===== src/rtl/uart_rx_fifo_if.sv =====
// Host-side bundle of the UART receiver: FIFO drain strobe, head word, status and error pulses.
// The receiver uses the slave modport and the host logic uses the master modport.
interface uart_rx_fifo_if #(
    parameter int DATA_BITS  = 8,
    parameter int FIFO_DEPTH = 4
) ();
    logic                              rd_en;
    logic [DATA_BITS-1:0]              rx_data;
    logic                              rx_valid;
    logic                              fifo_full;
    logic [$clog2(FIFO_DEPTH+1)-1:0]   fifo_count;
    logic                              frame_err;
    logic                              parity_err;
    logic                              overrun_err;
    logic                              busy;

    modport master (
        output rd_en,
        input  rx_data, rx_valid, fifo_full, fifo_count,
        input  frame_err, parity_err, overrun_err, busy
    );

    modport slave (
        input  rd_en,
        output rx_data, rx_valid, fifo_full, fifo_count,
        output frame_err, parity_err, overrun_err, busy
    );
endinterface


===== src/rtl/uart_rx_fifo.sv =====
// Parametrised oversampling UART receiver with input synchroniser, parity/stop checking
// and a first-word-fall-through receive FIFO with overrun detection.
module uart_rx_fifo #(
    parameter int DATA_BITS  = 8,
    parameter int OVERSAMPLE = 8,
    parameter int PARITY_EN  = 1,
    parameter int PARITY_ODD = 0,
    parameter int STOP_BITS  = 1,
    parameter int FIFO_DEPTH = 4
) (
    input  logic          Sample_clk,
    input  logic          rst_b,
    input  logic          Serial_in,
    uart_rx_fifo_if.slave host
);
    localparam int SCW = $clog2(OVERSAMPLE);
    localparam int BCW = 4;
    localparam int PW  = $clog2(FIFO_DEPTH);
    localparam int CW  = $clog2(FIFO_DEPTH + 1);

    localparam logic [SCW-1:0] SC_HALF = SCW'(OVERSAMPLE / 2 - 1);
    localparam logic [SCW-1:0] SC_FULL = SCW'(OVERSAMPLE - 1);
    localparam logic [BCW-1:0] BC_DATA = BCW'(DATA_BITS - 1);
    localparam logic [BCW-1:0] BC_STOP = BCW'(STOP_BITS - 1);
    localparam logic           PAR_EN  = (PARITY_EN != 0);
    localparam logic           PAR_ODD = (PARITY_ODD != 0);

    typedef enum logic [2:0] {IDLE, START, DATA, PARITY, STOP, WAIT_HIGH} state_t;

    state_t                 state, state_nxt;
    logic                   sync1, ser_s;
    logic [SCW-1:0]         sc, sc_nxt;
    logic [BCW-1:0]         bc, bc_nxt;
    logic [DATA_BITS-1:0]   shreg, shreg_nxt;
    logic                   par_bad, par_bad_nxt;
    logic                   stop_bad, stop_bad_nxt;
    logic                   push_c, frame_c, parity_c;
    logic                   push_p, frame_p, parity_p;
    logic [DATA_BITS-1:0]   word_p;

    logic [DATA_BITS-1:0]   mem [FIFO_DEPTH];
    logic [PW-1:0]          wr_ptr, rd_ptr;
    logic [CW-1:0]          count;
    logic                   full, pop, push_ok;

    always_ff @(posedge Sample_clk or negedge rst_b) begin
        if (!rst_b) begin
            sync1    <= 1'b1;
            ser_s    <= 1'b1;
            state    <= IDLE;
            sc       <= '0;
            bc       <= '0;
            shreg    <= '0;
            par_bad  <= 1'b0;
            stop_bad <= 1'b0;
            push_p   <= 1'b0;
            frame_p  <= 1'b0;
            parity_p <= 1'b0;
            word_p   <= '0;
        end else begin
            sync1    <= Serial_in;
            ser_s    <= sync1;
            state    <= state_nxt;
            sc       <= sc_nxt;
            bc       <= bc_nxt;
            shreg    <= shreg_nxt;
            par_bad  <= par_bad_nxt;
            stop_bad <= stop_bad_nxt;
            push_p   <= push_c;
            frame_p  <= frame_c;
            parity_p <= parity_c;
            word_p   <= shreg;
        end
    end

    // Frame decisions are made on the final stop sample; stop errors take priority over parity.
    always_comb begin
        state_nxt    = state;
        sc_nxt       = sc;
        bc_nxt       = bc;
        shreg_nxt    = shreg;
        par_bad_nxt  = par_bad;
        stop_bad_nxt = stop_bad;
        push_c       = 1'b0;
        frame_c      = 1'b0;
        parity_c     = 1'b0;
        case (state)
            IDLE: begin
                if (!ser_s) begin
                    state_nxt = START;
                    sc_nxt    = '0;
                end
            end
            START: begin
                if (sc == SC_HALF) begin
                    if (ser_s) begin
                        state_nxt = IDLE;
                    end else begin
                        state_nxt    = DATA;
                        sc_nxt       = '0;
                        bc_nxt       = '0;
                        par_bad_nxt  = 1'b0;
                        stop_bad_nxt = 1'b0;
                    end
                end else begin
                    sc_nxt = sc + SCW'(1);
                end
            end
            DATA: begin
                if (sc == SC_FULL) begin
                    shreg_nxt = {ser_s, shreg[DATA_BITS-1:1]};
                    sc_nxt    = '0;
                    bc_nxt    = bc + BCW'(1);
                    if (bc == BC_DATA) begin
                        bc_nxt    = '0;
                        state_nxt = PAR_EN ? PARITY : STOP;
                    end
                end else begin
                    sc_nxt = sc + SCW'(1);
                end
            end
            PARITY: begin
                if (sc == SC_FULL) begin
                    par_bad_nxt = ser_s ^ (^shreg) ^ PAR_ODD;
                    sc_nxt      = '0;
                    state_nxt   = STOP;
                end else begin
                    sc_nxt = sc + SCW'(1);
                end
            end
            STOP: begin
                if (sc == SC_FULL) begin
                    sc_nxt = '0;
                    bc_nxt = bc + BCW'(1);
                    if (!ser_s) stop_bad_nxt = 1'b1;
                    if (bc == BC_STOP) begin
                        if (stop_bad || !ser_s) begin
                            frame_c   = 1'b1;
                            state_nxt = WAIT_HIGH;
                        end else if (par_bad) begin
                            parity_c  = 1'b1;
                            state_nxt = IDLE;
                        end else begin
                            push_c    = 1'b1;
                            state_nxt = IDLE;
                        end
                    end
                end else begin
                    sc_nxt = sc + SCW'(1);
                end
            end
            WAIT_HIGH: begin
                if (ser_s) state_nxt = IDLE;
            end
            default: state_nxt = IDLE;
        endcase
    end

    // A push into a full FIFO still succeeds when the host pops in the same cycle.
    assign full    = (count == CW'(FIFO_DEPTH));
    assign pop     = host.rd_en && (count != '0);
    assign push_ok = push_p && (!full || pop);

    always_ff @(posedge Sample_clk or negedge rst_b) begin
        if (!rst_b) begin
            wr_ptr           <= '0;
            rd_ptr           <= '0;
            count            <= '0;
            host.frame_err   <= 1'b0;
            host.parity_err  <= 1'b0;
            host.overrun_err <= 1'b0;
        end else begin
            if (push_ok) wr_ptr <= wr_ptr + PW'(1);
            if (pop)     rd_ptr <= rd_ptr + PW'(1);
            if (push_ok && !pop)      count <= count + CW'(1);
            else if (pop && !push_ok) count <= count - CW'(1);
            host.frame_err   <= frame_p;
            host.parity_err  <= parity_p;
            host.overrun_err <= push_p && full && !pop;
        end
    end

    always_ff @(posedge Sample_clk) begin
        if (push_ok) mem[wr_ptr] <= word_p;
    end

    assign host.rx_valid   = (count != '0);
    assign host.fifo_full  = full;
    assign host.fifo_count = count;
    assign host.rx_data    = host.rx_valid ? mem[rd_ptr] : '0;
    assign host.busy       = (state != IDLE);
endmodule


===== src/flat_wrapper.sv =====
// flat-port wrapper written by rule: the top's interface ports become plain ports
module uart_rx_fifo_flat 
#(
    parameter int DATA_BITS  = 8,
    parameter int OVERSAMPLE = 8,
    parameter int PARITY_EN  = 1,
    parameter int PARITY_ODD = 0,
    parameter int STOP_BITS  = 1,
    parameter int FIFO_DEPTH = 4
)
  (Sample_clk, rst_b, Serial_in, host_rd_en, host_rx_data, host_rx_valid, host_fifo_full, host_fifo_count, host_frame_err, host_parity_err, host_overrun_err, host_busy);
  uart_rx_fifo_if #(.DATA_BITS(DATA_BITS), .FIFO_DEPTH(FIFO_DEPTH)) host_i ();
  input  logic Sample_clk;
  input  logic rst_b;
  input  logic Serial_in;
  input wire logic [$bits(host_i.rd_en)-1:0] host_rd_en;
  output wire logic [$bits(host_i.rx_data)-1:0] host_rx_data;
  output wire logic [$bits(host_i.rx_valid)-1:0] host_rx_valid;
  output wire logic [$bits(host_i.fifo_full)-1:0] host_fifo_full;
  output wire logic [$bits(host_i.fifo_count)-1:0] host_fifo_count;
  output wire logic [$bits(host_i.frame_err)-1:0] host_frame_err;
  output wire logic [$bits(host_i.parity_err)-1:0] host_parity_err;
  output wire logic [$bits(host_i.overrun_err)-1:0] host_overrun_err;
  output wire logic [$bits(host_i.busy)-1:0] host_busy;
  assign host_i.rd_en = host_rd_en;
  assign host_rx_data = host_i.rx_data;
  assign host_rx_valid = host_i.rx_valid;
  assign host_fifo_full = host_i.fifo_full;
  assign host_fifo_count = host_i.fifo_count;
  assign host_frame_err = host_i.frame_err;
  assign host_parity_err = host_i.parity_err;
  assign host_overrun_err = host_i.overrun_err;
  assign host_busy = host_i.busy;
  uart_rx_fifo #(.DATA_BITS(DATA_BITS), .OVERSAMPLE(OVERSAMPLE), .PARITY_EN(PARITY_EN), .PARITY_ODD(PARITY_ODD), .STOP_BITS(STOP_BITS), .FIFO_DEPTH(FIFO_DEPTH)) u_core (.Sample_clk(Sample_clk), .rst_b(rst_b), .Serial_in(Serial_in), .host(host_i));
endmodule

===== config.mk =====
export PLATFORM = sky130hd
export DESIGN_NAME = uart_rx_fifo_flat
export DESIGN_NICKNAME = d
export VERILOG_FILES = /design/src/rtl/uart_rx_fifo_if.sv /design/src/rtl/uart_rx_fifo.sv /design/src/flat_wrapper.sv
export SDC_FILE = /design/constraint.sdc
export NUM_CORES = 1
export LEC_CHECK = 0
export CAP_MARGIN = 5
export CORE_ASPECT_RATIO = 0.6
export CORE_UTILIZATION = 50
export DETAILED_ROUTE_END_ITERATION = 8
export MAX_ROUTING_LAYER = met4
export PLACE_DENSITY = 0.7
export SLEW_MARGIN = 20
export SYNTH_ARGS = -nofsm -noshare
export SYNTH_HDL_FRONTEND = slang
export SYNTH_SLANG_ARGS = --single-unit

===== constraint.sdc =====
create_clock -name Sample_clk -period 2 [get_ports Sample_clk]
set_input_delay 0.2 -clock Sample_clk [delete_from_list [all_inputs] [get_ports Sample_clk]]
set_output_delay 0.2 -clock Sample_clk [all_outputs]
set_load 0.005 [all_outputs]

==> impl_metrics.env <==
export IMPL_grt_antenna_before_repair=0
export IMPL_r2r_slack_ns=0.10
export IMPL_hold_viol_final=0
export IMPL_die_h_um=64.9
export IMPL_criticalPathCategory="reg -> out"
export IMPL_syn_num_nets=241
export IMPL_dpl_cell_area_um2=3770
export IMPL_final_util=0.654
export IMPL_grt_pass1_vias=1785
export IMPL_syn_inst=226
export IMPL_cts_htree_levels=3
export IMPL_period_share=0.981
export IMPL_cp_cell_sequence="or3_4, buf_6, clkdlybuf4s50_1"
export IMPL_cts_root_buf="clkbuf_8"
export IMPL_max_freq_mhz=510
export IMPL_crit_slowest_cell="clkdlybuf4s50_1"
export IMPL_max_cap_viol_count=0
export IMPL_skew_ns=0.00758
export IMPL_synth_cell_type_count=48
export IMPL_cp_required_ns=1.80
export IMPL_relSlewSlack=0.645
export IMPL_port_buffers=20
export IMPL_grt_overflow=0
export IMPL_fill_cells=466
export IMPL_dp_cells=342
export IMPL_syn_to_final_growth_pct=23.5
export IMPL_nNetsFinal=291
export IMPL_dieArea_um2=6920
export IMPL_hold_slack_ns=0.260
export IMPL_setup_viol=0
export IMPL_ios=21
export IMPL_async_flop_share=0.573
export IMPL_rows=22
export IMPL_die_w_um=107
export IMPL_synth_edf_count=32
export IMPL_crit_buf_inv=2
export IMPL_first_iter_violations=91
export IMPL_cts_tree="built"
export IMPL_powerDensity_nw_per_um2=1210
export IMPL_drtAntennaViolNets=0
export IMPL_worst_pin_slew_ns=0.532
export IMPL_peakVddDrop_uv=736
export IMPL_grt_max_degree=44
export IMPL_routed_via_count=1867
export IMPL_status="finished clean"
export IMPL_hp_class="in -> reg"
export IMPL_p_leak_nw=1.75
export IMPL_core_area_um2=6220
export IMPL_dp_hpwl_um=3690
export IMPL_clock_path_buffers=2
export IMPL_avgSynthCellArea_um2=14.6
export IMPL_yosysWarnings=0
export IMPL_grt_use_total=0.186
export IMPL_syn_area_um2=3290
export IMPL_antennaDiodeCount=0
export IMPL_grt_setup_unrepaired="true"
export IMPL_wl_um=5280
export IMPL_crit_path_start_kind="flop"
export IMPL_design_area_um2=4070
export IMPL_cts_sinks=75
export IMPL_dr_pass1_iters=4
export IMPL_synth_seq_cells=75
export IMPL_arrival_ns=1.76
export IMPL_crit_fanout=10
export IMPL_period_needed_ns=1.96
export IMPL_insertion_delay_ns=0.34
export IMPL_fin_cells=365
export IMPL_start_util=0.529
export IMPL_critPathMaxStageDelay_ns=0.44
export IMPL_seq_area_frac_synth=0.620
export IMPL_grt_pass1_wl_um=9110
export IMPL_viasPerCell=5.12
export IMPL_wire_per_inst_um=14.5
export IMPL_end_kind="output pin"
export IMPL_ys_flop_type="dfrtp_1"
export IMPL_p_total_mw=4.92
export IMPL_numCtsBuffers=9
export IMPL_cts_clk_slew_worst_paths_ns=0.07
export IMPL_slew_violations=0
export IMPL_place_gp_congestion=0.883
export IMPL_drc_errors=0
export IMPL_drive_gt1_frac=0.356
export IMPL_crit_family="buffers and inverters"
==> through the flow <==
stage	setup TNS [ns]	worst slack (ns)
2_1_floorplan	0	0.0107
3_3_place_gp	0	0.00710
3_5_place_dp	-0.113	-0.0457
4_1_cts	-0.214	-0.0517
5_1_grt	-0.0512	-0.0319
6_report	0	0.0383
==> final cells by class <==
type / count / area, um^2 / share of cell area
tap: 84 / 105 / 0.0258
sequential: 75 / 2040 / 0.502
clock inverter: 6 / 88.8 / 0.0218
clock buffer: 10 / 138 / 0.0338
timing repair buffer: 49 / 442 / 0.109
inverter: 10 / 37.5 / 0.00923
multi-input combinational: 131 / 1210 / 0.298
==> report_power, final <==
part / switching (mW) / internal [mW]
clock: 0.538 / 0.736
combinational: 0.714 / 0.991
sequential: 0.172 / 1.77
==> Yosys cell counts, drive strengths merged, types with 2 or more instances <==
cell type,number,area (um^2)
nor2b,3,18.8
a22o,3,27.5
inv,10,37.5
nand2b,5,31.3
xor2,3,26.3
mux4,8,180
ha,10,125
nand2,9,33.8
mux2,12,143
a21oi,6,33.8
edfxtp,32,961
nor2,10,40.0
buf,5,43.8
or3,2,13.8
o21ai,8,40.0
nand3,5,25.0
clkbuf,5,28.8
and2,14,87.6
mux2i,2,20.0
dfstp,2,52.6
or2b,2,15.0
dfrtp,41,1030
xnor2,11,96.3
nor3b,5,47.5
nand3b,2,15.0
==> path summary, 6_finish.rpt <==
| kind | startpoint | end | cells after the start |
|---|---|---|---|
| max | u_core.host.fifo_count[0]$_DFFE_PN0P_ | host_rx_valid | 3 |
| min | Serial_in | u_core.sync1$_DFF_PN1_ | 1 |
| max reg2reg | u_core.host.fifo_count[0]$_DFFE_PN0P_ | u_core.host.fifo_count[1]$_DFFE_PN0P_ | 7 |
| min reg2reg | u_core.sync1$_DFF_PN1_ | u_core.ser_s$_DFF_PN1_ | 0 |
| max in group asynchronous | rst_b | u_core.state[0]$_DFFE_PN0P_ | 3 |
| min in group asynchronous | rst_b | u_core.rd_ptr[1]$_DFFE_PN0N_ | 3 |
==> logic make-up (layout without fill, tap and decap cells) <==
group,count (synthesis),in the layout,share of synthesized area
buffers and inverters,20,75,0.0334
adder cells (fa/ha/maj),11,11,0.0441
XOR/XNOR,14,14,0.0372
multiplexers,22,22,0.104
AND/OR/NAND/NOR,60,60,0.106
AO/OA/AOI/OAI,24,24,0.0559
flip-flops,75,75,0.620
==> layer usage <==
metal	global-route usage	vias up	wire, um
met4	0.0565	0	51
met2	0.240	50	2160
met3	0.0573	6	279
met5	-	-	0
li1	-	893	-
met1	0.278	918	2780
==> sequential cells by signal (all words and copies together) (netlist names), 2 cells and up <==
register,cells
u_core.rd_ptr,2
u_core.bc,4
u_core.sc,3
u_core.host.fifo_count,3
u_core.shreg,8
u_core.state,3
u_core.wr_ptr,2
u_core.mem,32
u_core.word_p,8
==> cell usage in the layout, fill, tap and decap left out, drive strengths merged, types with 2 or more instances in the layout <==
| cell | instances |
|---|---|
| dfrtp | 41 |
| edfxtp | 32 |
| buf | 30 |
| clkbuf | 16 |
| and2 | 14 |
| mux2 | 12 |
| xnor2 | 11 |
| clkdlybuf4s50 | 10 |
| inv | 10 |
| nor2 | 10 |
| ha | 10 |
| nand2 | 9 |
| mux4 | 8 |
| o21ai | 8 |
| a21oi | 6 |
| nand2b | 5 |
| nand3 | 5 |
| nor3b | 5 |
| xor2 | 3 |
| nor2b | 3 |
| a22o | 3 |
| or2b | 2 |
| nand3b | 2 |
| mux2i | 2 |
| bufinv | 2 |
| clkinvlp | 2 |
| dfstp | 2 |
| or3 | 2 |
| clkinv | 2 |
==> what timing repair did <==
action | in CTS | in global routing
endpoints found under the setup margin | 14 | 13
endpoints found under the hold margin | 41 | 0
hold buffers | 1 | 0
buffers inserted | 4 | 3
pin swaps | 7 | 11
gates resized for setup | 20 | 26
gates cloned | 1 | 0
Note: power is estimated with default switching activity, not from simulation.
